`config.mk`:
```
export PLATFORM = sky130hd
export DESIGN_NAME = mem_req_arbiter
export DESIGN_NICKNAME = d
export VERILOG_FILES = /design/src/rtl/mem_req_arbiter_pkg.sv /design/src/rtl/mem_req_arbiter_rr_arb2.sv /design/src/rtl/mem_req_arbiter.sv
export SDC_FILE = /design/constraint.sdc
export NUM_CORES = 1
export LEC_CHECK = 0
export ABC_AREA = 1
export BUFFER_PORTS_ARGS = -buffer_cell sky130_fd_sc_hd__buf_2
export CAP_MARGIN = 20
export CORE_AREA = 4 4 243 245
export DETAILED_ROUTE_END_ITERATION = 8
export DIE_AREA = 0 0 247 249
export MAX_ROUTING_LAYER = met4
export PLACE_DENSITY_LB_ADDON = 0.25
export SKIP_CTS_REPAIR_TIMING = 1
export SYNTH_ARGS = -nofsm -noshare
export SYNTH_HDL_FRONTEND = slang
export SYNTH_SLANG_ARGS = --single-unit
```
`constraint.sdc`:
```
create_clock -name CLK -period 1.1 [get_ports CLK]
set_clock_uncertainty 0.1 [all_clocks]
set_input_delay 0.165 -clock CLK [delete_from_list [all_inputs] [get_ports CLK]]
set_output_delay 0.165 -clock CLK [all_outputs]
set_load 0.02 [all_outputs]
```
`src/rtl/mem_req_arbiter_pkg.sv`:
```
// -----------------------------------------------------------------------------
// mem_req_arbiter_pkg
//   Shared definitions for the memory request arbiter: FSM state encodings,
//   grant identifiers and a helper for sizing the beat counter.
// -----------------------------------------------------------------------------
package mem_req_arbiter_pkg;

  // Burst sequencer states (2-bit encoding).
  typedef enum logic [1:0] {
    ST_IDLE  = 2'd0,
    ST_CMD   = 2'd1,
    ST_WDATA = 2'd2,
    ST_RDATA = 2'd3
  } state_t;

  // Owner of the memory port / round-robin history.
  typedef enum logic {
    GNT_IC = 1'b0,
    GNT_DC = 1'b1
  } gnt_t;

  // Beat counter width: clog2(BURST), but never narrower than one bit so a
  // single-beat burst still has a legal counter.
  function automatic int beat_cnt_width(input int burst);
    return (burst > 1) ? $clog2(burst) : 1;
  endfunction

endpackage

```
`src/rtl/mem_req_arbiter_rr_arb2.sv`:
```
// -----------------------------------------------------------------------------
// mem_req_arbiter_rr_arb2
//   Two-input round-robin picker. Purely combinational; the caller owns the
//   last_grant history register and updates it when a grant is taken.
// Ports
//   req_ic      in   icache request pending
//   req_dc      in   dcache request pending
//   last_grant  in   requester served most recently
//   grant_valid out  at least one request pending
//   grant       out  chosen requester (only meaningful with grant_valid)
// -----------------------------------------------------------------------------
module mem_req_arbiter_rr_arb2
  import mem_req_arbiter_pkg::*;
(
  input  logic req_ic,
  input  logic req_dc,
  input  gnt_t last_grant,
  output logic grant_valid,
  output gnt_t grant
);

  always_comb begin
    grant_valid = req_ic | req_dc;
    grant       = GNT_IC;
    if (req_ic && req_dc) begin
      // Contention: favour whoever was not served last.
      grant = (last_grant == GNT_IC) ? GNT_DC : GNT_IC;
    end else if (req_dc) begin
      grant = GNT_DC;
    end else begin
      grant = GNT_IC;
    end
  end

endmodule

```
`src/rtl/mem_req_arbiter.sv`:
```
// -----------------------------------------------------------------------------
// mem_req_arbiter
//   Shares the single external memory request port between the icache and
//   dcache miss engines. One burst at a time: icache refill, dcache refill or
//   dcache writeback. Each burst runs command -> write beats (writeback only)
//   -> read beats (refill only), and returned beats are steered to the owner.
//
// Parameters
//   ADDR_W  byte address width on both sides
//   DATA_W  width of one memory data beat
//   BURST   beats per transaction (power of 2, >= 1)
//
// Ports
//   CLK, reset                     clock, synchronous active-high reset
//   ic_req_valid/addr/ready        icache refill request handshake
//   ic_rdata_valid                 refill beat on rdata belongs to icache
//   dc_req_valid/rnw/addr/ready    dcache request handshake (rnw=0 writeback)
//   dc_wdata, dc_wdata_ready       writeback beat; dcache advances on ready
//   dc_rdata_valid                 refill beat on rdata belongs to dcache
//   rdata                          shared returned beat bus
//   mem_cmd_valid/rnw/addr/ready   command channel to memory
//   mem_wdata_valid/wdata/ready    write beat channel to memory
//   mem_rdata_valid/rdata          read beat channel from memory
// -----------------------------------------------------------------------------
module mem_req_arbiter
  import mem_req_arbiter_pkg::*;
#(
  parameter int ADDR_W = 32,
  parameter int DATA_W = 128,
  parameter int BURST  = 2
) (
  input  logic              CLK,
  input  logic              reset,

  input  logic              ic_req_valid,
  input  logic [ADDR_W-1:0] ic_req_addr,
  output logic              ic_req_ready,
  output logic              ic_rdata_valid,

  input  logic              dc_req_valid,
  input  logic              dc_req_rnw,
  input  logic [ADDR_W-1:0] dc_req_addr,
  output logic              dc_req_ready,
  input  logic [DATA_W-1:0] dc_wdata,
  output logic              dc_wdata_ready,
  output logic              dc_rdata_valid,

  output logic [DATA_W-1:0] rdata,

  output logic              mem_cmd_valid,
  output logic              mem_cmd_rnw,
  output logic [ADDR_W-1:0] mem_cmd_addr,
  input  logic              mem_cmd_ready,

  output logic              mem_wdata_valid,
  output logic [DATA_W-1:0] mem_wdata,
  input  logic              mem_wdata_ready,

  input  logic              mem_rdata_valid,
  input  logic [DATA_W-1:0] mem_rdata
);

  localparam int BEAT_W = beat_cnt_width(BURST);
  localparam int OFF_W  = $clog2(DATA_W / 8);

  // Byte-offset bits inside one beat; these are cleared on the command address.
  localparam logic [ADDR_W-1:0] OFF_MASK  = ADDR_W'((64'd1 << OFF_W) - 64'd1);
  localparam logic [BEAT_W-1:0] LAST_BEAT = BEAT_W'(BURST - 1);

  // ---------------------------------------------------------------------------
  // Registered copies of the request inputs. Arbitration looks only at these,
  // which keeps the cache-side request paths off the grant logic.
  // ---------------------------------------------------------------------------
  logic              ic_req_valid_reg;
  logic [ADDR_W-1:0] ic_req_addr_reg;
  logic              dc_req_valid_reg;
  logic              dc_req_rnw_reg;
  logic [ADDR_W-1:0] dc_req_addr_reg;

  // Sequencer state.
  state_t            state_reg;
  logic [BEAT_W-1:0] beat_cnt_reg;
  gnt_t              last_grant_reg;
  gnt_t              owner_reg;
  logic              rnw_reg;
  logic [ADDR_W-1:0] addr_reg;
  logic              ic_req_ready_reg;
  logic              dc_req_ready_reg;
  logic              mem_cmd_valid_reg;

  // Arbitration result.
  logic              grant_valid;
  gnt_t              grant;
  logic [ADDR_W-1:0] grant_addr;
  logic              grant_rnw;

  mem_req_arbiter_rr_arb2 u_rr_arb2 (
    .req_ic      (ic_req_valid_reg),
    .req_dc      (dc_req_valid_reg),
    .last_grant  (last_grant_reg),
    .grant_valid (grant_valid),
    .grant       (grant)
  );

  // icache only ever refills, so its grant is always a read.
  assign grant_addr = (grant == GNT_IC) ? ic_req_addr_reg : dc_req_addr_reg;
  assign grant_rnw  = (grant == GNT_IC) ? 1'b1 : dc_req_rnw_reg;

  // ---------------------------------------------------------------------------
  // Burst sequencer
  // ---------------------------------------------------------------------------
  always_ff @(posedge CLK) begin
    if (reset) begin
      ic_req_valid_reg  <= 1'b0;
      ic_req_addr_reg   <= '0;
      dc_req_valid_reg  <= 1'b0;
      dc_req_rnw_reg    <= 1'b0;
      dc_req_addr_reg   <= '0;
      state_reg         <= ST_IDLE;
      beat_cnt_reg      <= '0;
      last_grant_reg    <= GNT_IC;
      owner_reg         <= GNT_IC;
      rnw_reg           <= 1'b0;
      addr_reg          <= '0;
      ic_req_ready_reg  <= 1'b0;
      dc_req_ready_reg  <= 1'b0;
      mem_cmd_valid_reg <= 1'b0;
    end else begin
      ic_req_valid_reg <= ic_req_valid;
      ic_req_addr_reg  <= ic_req_addr;
      dc_req_valid_reg <= dc_req_valid;
      dc_req_rnw_reg   <= dc_req_rnw;
      dc_req_addr_reg  <= dc_req_addr;

      // Request-ready is a single-cycle pulse raised only by a grant below.
      ic_req_ready_reg <= 1'b0;
      dc_req_ready_reg <= 1'b0;

      case (state_reg)
        ST_IDLE: begin
          if (grant_valid) begin
            owner_reg         <= grant;
            last_grant_reg    <= grant;
            rnw_reg           <= grant_rnw;
            addr_reg          <= grant_addr & ~OFF_MASK;
            ic_req_ready_reg  <= (grant == GNT_IC);
            dc_req_ready_reg  <= (grant == GNT_DC);
            mem_cmd_valid_reg <= 1'b1;
            state_reg         <= ST_CMD;
          end
        end

        ST_CMD: begin
          // Command fields stay frozen in addr_reg/rnw_reg until accepted.
          if (mem_cmd_ready) begin
            mem_cmd_valid_reg <= 1'b0;
            beat_cnt_reg      <= '0;
            state_reg         <= rnw_reg ? ST_RDATA : ST_WDATA;
          end
        end

        ST_WDATA: begin
          if (mem_wdata_ready) begin
            if (beat_cnt_reg == LAST_BEAT) begin
              beat_cnt_reg <= '0;
              state_reg    <= ST_IDLE;
            end else begin
              beat_cnt_reg <= beat_cnt_reg + BEAT_W'(1);
            end
          end
        end

        ST_RDATA: begin
          if (mem_rdata_valid) begin
            if (beat_cnt_reg == LAST_BEAT) begin
              beat_cnt_reg <= '0;
              state_reg    <= ST_IDLE;
            end else begin
              beat_cnt_reg <= beat_cnt_reg + BEAT_W'(1);
            end
          end
        end

        default: begin
          state_reg <= ST_IDLE;
        end
      endcase
    end
  end

  // ---------------------------------------------------------------------------
  // Outputs
  // ---------------------------------------------------------------------------
  logic in_wdata;
  logic in_rdata;

  assign in_wdata = (state_reg == ST_WDATA);
  assign in_rdata = (state_reg == ST_RDATA);

  assign ic_req_ready  = ic_req_ready_reg;
  assign dc_req_ready  = dc_req_ready_reg;

  assign mem_cmd_valid = mem_cmd_valid_reg;
  assign mem_cmd_rnw   = rnw_reg;
  assign mem_cmd_addr  = addr_reg;

  // Writeback beats flow straight through; the dcache advances its beat
  // pointer in the same cycle memory takes the current one.
  assign mem_wdata_valid = in_wdata;
  assign mem_wdata       = dc_wdata;
  assign dc_wdata_ready  = in_wdata & mem_wdata_ready;

  // Read beats are forwarded unbuffered; stray beats outside a read burst
  // are dropped because in_rdata gates both qualifiers.
  assign rdata          = mem_rdata;
  assign ic_rdata_valid = in_rdata & (owner_reg == GNT_IC) & mem_rdata_valid;
  assign dc_rdata_valid = in_rdata & (owner_reg == GNT_DC) & mem_rdata_valid;

endmodule
```
==> results.ini, run 1 <==
[sta]
finalSetupViolCount=58
rsz0062_at_grt=yes
final_period_minus_worst_setup_slack_ns=1.54
setup_ws_ns=-0.443
fin_setup_tns_ns=-15.07
fin_crit_sh_pct=140
finalHoldViolations=0
max_freq_mhz=648
post_route_hold_slack_ns=0.0381
report.final.slew_viol_count=0

[place]
post_place_setup_slack_ns=-0.237
detailed_place.area_um2=4910
hpwl_mm=14.4
gp_congestion=0.650
io_buffer_count=99
placed_cells=1274

[clocking]
worst_setup_hold_path_clk_slew_ns=0.07
clk_path_buf_depth=2
clock-sinks=95
tritoncts=built
worst_skew_pair.late_latency_ns=0.37
cts_max_level=3
root_buffer_cell=sky130_fd_sc_hd__clkbuf_16
number_of_buffers_created_by_cts=9

[grt]
first_global_vias=3262
first_pass_grt_wire_length_mm=24.4
global_route.peak_usage_layer=met2
grt.met1_usage_pct=6.10
global_route.usage.met2_pct=7.82
initial_antenna_violation_count=2
grt.overflow.total=0
grtUsageTotal_pct=6.00
largest_net_degree_at_the_start_of_global_routing=33
use_met3_pct=4.28

[setup_path]
timing.reg2reg.setup_slack_ns=-0.44
reg2reg_depth=8
worstSetupStartpoint=state_reg[1]
rr_endpoint=mem_cmd_addr[14]
worstPathArrival_ns=1.73
crit_type=flip-flop to flip-flop
endpoint_kind=flip-flop
r2r_start=state_reg[1]
cpMostUsedCell=sky130_fd_sc_hd__nor2_4
crit_end=mem_cmd_addr[14]
worstPathCellList=buf_4, nor2_4, inv_2, nor2_4, buf_12, buf_16, o21ai_2, a31oi_1
timing.critical_path.fanout_max=8
timing.critical_path.from_type=flip-flop
slowest_stage=sky130_fd_sc_hd__dfxtp_4
required_ns=1.29
crit_path_max_incr_delay_ns=0.35

[power_and_ir_drop]
power.clock.fraction_pct=29.9
peakVddDrop_mv=0.759
netsw_mw=3.83
pwr-share-seq_pct=35.8
total_leakage_power_nw=2.81
p_sw_share_pct=31.8
cell_internal_pwr_mw=8.21
power_density_nw_per_um2=1810
power.share.combinational_pct=34.2
design_power_total_mw=12.0

[logic_synthesis]
postSynthCellCount=662
synth-compound-area-share_pct=6.95
synth.area.mux_share_pct=0
synth.distinct_cells=20
synth.yosys.warnings=0
sequential_to_total_area_share_from_yosys_stat_pct=36.8
synth_xor_xnor_area_share_pct=0
synth_seq_cells=95
synth_area_um2=5170
yosys.area_share.simple_pct=11.4
syn_avg_cell_area_um2=7.81
synth_fa_ha_area_share_pct=0
main_combinational_cell_family_by_area_after_synthesis=buffers and inverters

[job]
maxCapViolations=0

[drt]
drcViolationCount=0
avgViaCountPerCell=2.64
routed_wl_mm=20.9
drt_first_iter_violations=95
routed_antenna_nets=0
routedWlPerCell_um=15.1
drt_pass1_iterations=4
number_of_vias_after_detailed_routing=3652

[floorplanning]
die-height_um=249
ios=624
design.die.area_um2=61500
initial_util_pct=9.04
die_w_um=247
row_count=88
core-area_um2=57100

[status]
violated_checks=setup timing
outcome=finished, violations left

[finish]
layout_commonest_cell=sky130_fd_sc_hd__nor2_1
finish.net_count=940
layout.filler_cells=6562
layout.cells.most_common_list=sky130_fd_sc_hd__nor2_1, sky130_fd_sc_hd__nand2_1, sky130_fd_sc_hd__inv_1
final_layout_size_suffix_gt1_share_pct=41.7
area_delta_synth_final_pct=28.4
fin_area_um2=6640
layoutNonFillerInstCount=1384
postLayoutCoreUtil_pct=11.6

[hold_path]
timing.hold.worst.class=input pin to flip-flop
worstHoldStart=mem_cmd_ready

[routing by layer]
layer  routed length, µm  vias to the layer above
met5                   0                        -
met4                1370                        0
met3                2760                      142
met2                8640                      272
met1                8150                     1592
li1                    -                     1646
[Yosys cell counts]
cell                         n  area share (%)
sky130_fd_sc_hd__nor3_1      1           0.097
sky130_fd_sc_hd__buf_4     264              38
sky130_fd_sc_hd__o21ai_0     2            0.19
sky130_fd_sc_hd__a21oi_1     3            0.29
sky130_fd_sc_hd__inv_2       5            0.36
sky130_fd_sc_hd__clkbuf_1   13            0.94
sky130_fd_sc_hd__inv_1      64             4.6
sky130_fd_sc_hd__nor2_4      1            0.22
sky130_fd_sc_hd__nand2_1    68             4.9
sky130_fd_sc_hd__nor2_2      2            0.24
sky130_fd_sc_hd__conb_1      1           0.073
sky130_fd_sc_hd__o211ai_1    1            0.15
sky130_fd_sc_hd__buf_2       5            0.48
sky130_fd_sc_hd__nand2_2     2            0.24
sky130_fd_sc_hd__nor2_1     74             5.4
sky130_fd_sc_hd__nand3_1     3            0.29
sky130_fd_sc_hd__o22ai_1     1            0.12
sky130_fd_sc_hd__dfxtp_1    95              37
sky130_fd_sc_hd__o21ai_1    29             2.8
sky130_fd_sc_hd__a31oi_1    28             3.4
[final cells by class]
cell class                 instances  area (µm²)  share of cell area [%]
timing repair buffer             218        1990                    30.0
clock inverter                     5        86.3                    1.30
tap                              765         957                    14.4
antenna                            2        5.00                  0.0754
sequential                        95        1950                    29.4
inverter                          69         264                    3.98
multi-input combinational        219        1140                    17.1
clock buffer                      11         243                    3.66
[worst min-delay path by stage]
stage                     slack (ns)  cells after the start                   to
after floorplan                 0.17                      2  dc_req_addr_reg[10]
after global routing            0.02                      4        mem_cmd_valid
final                           0.04                      4        mem_cmd_valid
after CTS                      -0.16                      3  ic_req_addr_reg[23]
after global placement          0.23                      0       mem_wdata[107]
after detailed placement        0.23                      0       mem_wdata[107]
[cell families (layout without fill, tap and decap cells)]
group / Yosys count / after routing
AND/OR/NAND/NOR: 151 / 151
AO/OA/AOI/OAI: 64 / 64
buffers and inverters: 351 / 303
other: 1 / 6
flip-flops: 95 / 95
[power by group through the flow]
stage	sequential, mW	clock, mW	combinational [mW]
final	4.32	3.60	4.12
after global routing	4.36	3.91	4.49
after CTS	4.18	3.87	2.45
after detailed placement	4.25	0	2.44
after global placement	4.27	0	2.44
after floorplan	4.58	0	2.37
[critical path: cells and delay by family, from the launching register on]
family,cells,cell delay (ns)
AOI/OAI and AO/OA,2,0.23
buffers and inverters,4,0.52
DFF,1,0.35
and+or+nand+nor,2,0.23
Note: power is estimated with default switching activity, not from simulation.
==> run 2, diff against run 1 <==
--- a/config.mk
+++ b/config.mk
@@ -8,9 +8,11 @@
 export ABC_AREA = 1
 export BUFFER_PORTS_ARGS = -buffer_cell sky130_fd_sc_hd__buf_2
 export CAP_MARGIN = 20
-export CORE_AREA = 4 4 243 245
+export CELL_PAD_IN_SITES_DETAIL_PLACEMENT = 1
+export CELL_PAD_IN_SITES_GLOBAL_PLACEMENT = 1
+export CORE_AREA = 4 4 240 242
 export DETAILED_ROUTE_END_ITERATION = 8
-export DIE_AREA = 0 0 247 249
+export DIE_AREA = 0 0 244 246
 export MAX_ROUTING_LAYER = met4
 export PLACE_DENSITY_LB_ADDON = 0.25
 export SKIP_CTS_REPAIR_TIMING = 1
==> results.ini, run 2 (synthesis results as in run 1) <==
[finish]
layout.area.seq_um2=1960  ; +0.13%
layoutNonFillerInstCount=1365  ; -1.4%
layout.filler_cells=6603  ; +0.62%
multi_input_area_um2=1160  ; +2.4%
final_layout_size_suffix_gt1_share_pct=42.0  ; +0.30 points
layout.cells.most_common_list=sky130_fd_sc_hd__nor2_1, sky130_fd_sc_hd__nand2_1, sky130_fd_sc_hd__inv_1
layout_commonest_cell=sky130_fd_sc_hd__nor2_1
finish.net_count=938  ; -0.21%
area_delta_synth_final_pct=28.5  ; about the same

[grt]
first_pass_grt_wire_length_mm=27.7  ; +14%
grt.overflow.total=0  ; unchanged
first_global_vias=3624  ; +11%
grtUsageTotal_pct=6.88  ; +0.88 points
largest_net_degree_at_the_start_of_global_routing=33  ; unchanged
initial_antenna_violation_count=2  ; unchanged

[setup_path]
required_ns=0.83  ; -0.46 ns
worstPathArrival_ns=1.25  ; -0.48 ns
reg2reg_depth=7  ; -1
critical-path-top-delay-family=flip-flops
timing.reg2reg.setup_slack_ns=-0.31  ; +0.13 ns
timing.critical_path.from_type=flip-flop
worstPathCellList=inv_2, buf_6, nor3_4, buf_6
slowest_stage=sky130_fd_sc_hd__dfxtp_4
timing.critical_path.fanout_max=4  ; -4
endpoint_kind=primary output
cpMostUsedCell=sky130_fd_sc_hd__buf_6
rr_endpoint=mem_cmd_addr[7]
crit_path_max_incr_delay_ns=0.38  ; +0.03 ns
r2r_start=state_reg[1]
cp_num_buf_inv=3  ; -1
crit_type=flip-flop to primary output

[floorplanning]
die_w_um=244  ; -1.2%
core-area_um2=55100  ; -3.6%
row_count=86  ; -2.3%
design.die.area_um2=60000  ; -2.4%
ios=624  ; unchanged
initial_util_pct=9.38  ; +0.34 points
die-height_um=246  ; -1.2%

[place]
gp_congestion=0.630  ; -3.2%
placed_cells=1255  ; -1.5%
io_buffer_count=99  ; unchanged
hpwl_mm=16.8  ; +16%

[drt]
drt_pass1_iterations=4  ; unchanged
routedWlPerCell_um=16.1  ; +6.3%
met2RoutedLength_mm=9.39  ; +8.7%
routed_antenna_nets=0  ; unchanged
wl_met1_mm=7.87  ; -3.4%
number_of_vias_after_detailed_routing=3654  ; +0.055%
drt_first_iter_violations=78  ; -18%
met3RoutedLength_mm=3.55  ; +29%
routed_wl_mm=21.9  ; +4.8%
routed.top_layer=met4
avgViaCountPerCell=2.68  ; +1.4%
drcViolationCount=0  ; unchanged

[sta]
final_period_minus_worst_setup_slack_ns=1.51  ; -0.0335 ns
setup_ws_ns=-0.410  ; +0.0335 ns
fin_crit_sh_pct=137  ; -3.0 points
fin_setup_tns_ns=-10.93  ; +4.14 ns
finalSetupViolCount=63  ; +8.6%
finalHoldViolations=0  ; unchanged
max_freq_mhz=662  ; +2.2%
rsz0062_at_grt=yes
report.final.slew_viol_count=0  ; unchanged

[clocking]
number_of_buffers_created_by_cts=9  ; unchanged
tritoncts=built
root_buffer_cell=sky130_fd_sc_hd__clkbuf_16
clk_path_buf_depth=2  ; unchanged
clock-sinks=95  ; unchanged
worst_skew_pair.late_latency_ns=0.38  ; about the same
worst_setup_hold_path_clk_slew_ns=0.07  ; about the same
cts_max_level=3  ; unchanged

[power_and_ir_drop]
peakVddDrop_mv=0.782  ; +3.1%
total_leakage_power_nw=2.81  ; about the same
power_density_nw_per_um2=1850  ; +1.9%

[hold_path]
hold_depth=4  ; unchanged
worstHoldStart=mem_cmd_ready
whs_endpoint=mem_cmd_valid
timing.hold.worst.class=input pin to flip-flop

[status]
outcome=finished, violations left
violated_checks=setup timing

[job]
maxCapViolations=0  ; unchanged

run 2: how the worst max path moves through the flow:
| stage | end | from | cells past startpoint | slack [ns] |
|---|---|---|---|---|
| 2_1_floorplan | mem_cmd_addr[23] | state_reg[0] | 6 | -0.06 |
| 3_3_place_gp | state_reg[1] | dc_req_valid_reg | 7 | -0.34 |
| 3_5_place_dp | mem_cmd_addr[18] | dc_req_valid_reg | 5 | -0.32 |
| 4_1_cts | ic_rdata_valid | state_reg[1] | 4 | -0.60 |
| 5_1_grt | dc_wdata_ready | state_reg[1] | 4 | -0.47 |
| 6_report | dc_wdata_ready | state_reg[1] | 4 | -0.41 |
run 2: metal layers:
layer,global-route usage (%),up-vias
li1,-,1644
met1,6.75,1609
met2,9.16,296
met3,5.84,105
met4,4.17,0
met5,-,-
run 2: cell type report:
| type | instances | area share, % |
|---|---|---|
| diodes | 2 | 0.0753 |
| clock buffers | 9 | 3.39 |
| clock inverters | 7 | 1.90 |
| inverters | 69 | 3.90 |
| multi-input cells | 219 | 17.5 |
| flip-flops and latches | 95 | 29.4 |
| well taps | 748 | 14.1 |
| repair buffers | 216 | 29.7 |
run 2: power by group:
| group | switching, mW | internal, mW |
|---|---|---|
| clock network | 1.57 | 2.25 |
| logic | 1.93 | 2.20 |
| registers | 0.346 | 3.99 |
| total | 3.85 | 8.44 |
run 2: through the flow:
stage	cell area (µm²)	total power, mW	util, %	worst slack, ns	hold slack [ns]
after floorplan	5220	6.96	-	-0.0590	0.172
after global placement	4870	6.82	8.85	-0.335	0.230
after detailed placement	4870	6.83	8.85	-0.317	0.230
after CTS	5230	10.9	9.49	-0.600	-0.160
after global routing	6640	13.1	12.1	-0.475	0.0150
final	6640	12.3	12.1	-0.410	0.0236
run 2: worst reg2reg max path, stage by stage (launching register included):
cell and delay, ns:
sky130_fd_sc_hd__dfxtp_4 0.37, sky130_fd_sc_hd__nor2_4 0.11, sky130_fd_sc_hd__inv_2 0.06, sky130_fd_sc_hd__nor2_4 0.12, sky130_fd_sc_hd__buf_12 0.18, sky130_fd_sc_hd__clkbuf_16 0.20
sky130_fd_sc_hd__o21ai_2 0.06, sky130_fd_sc_hd__a31oi_1 0.14
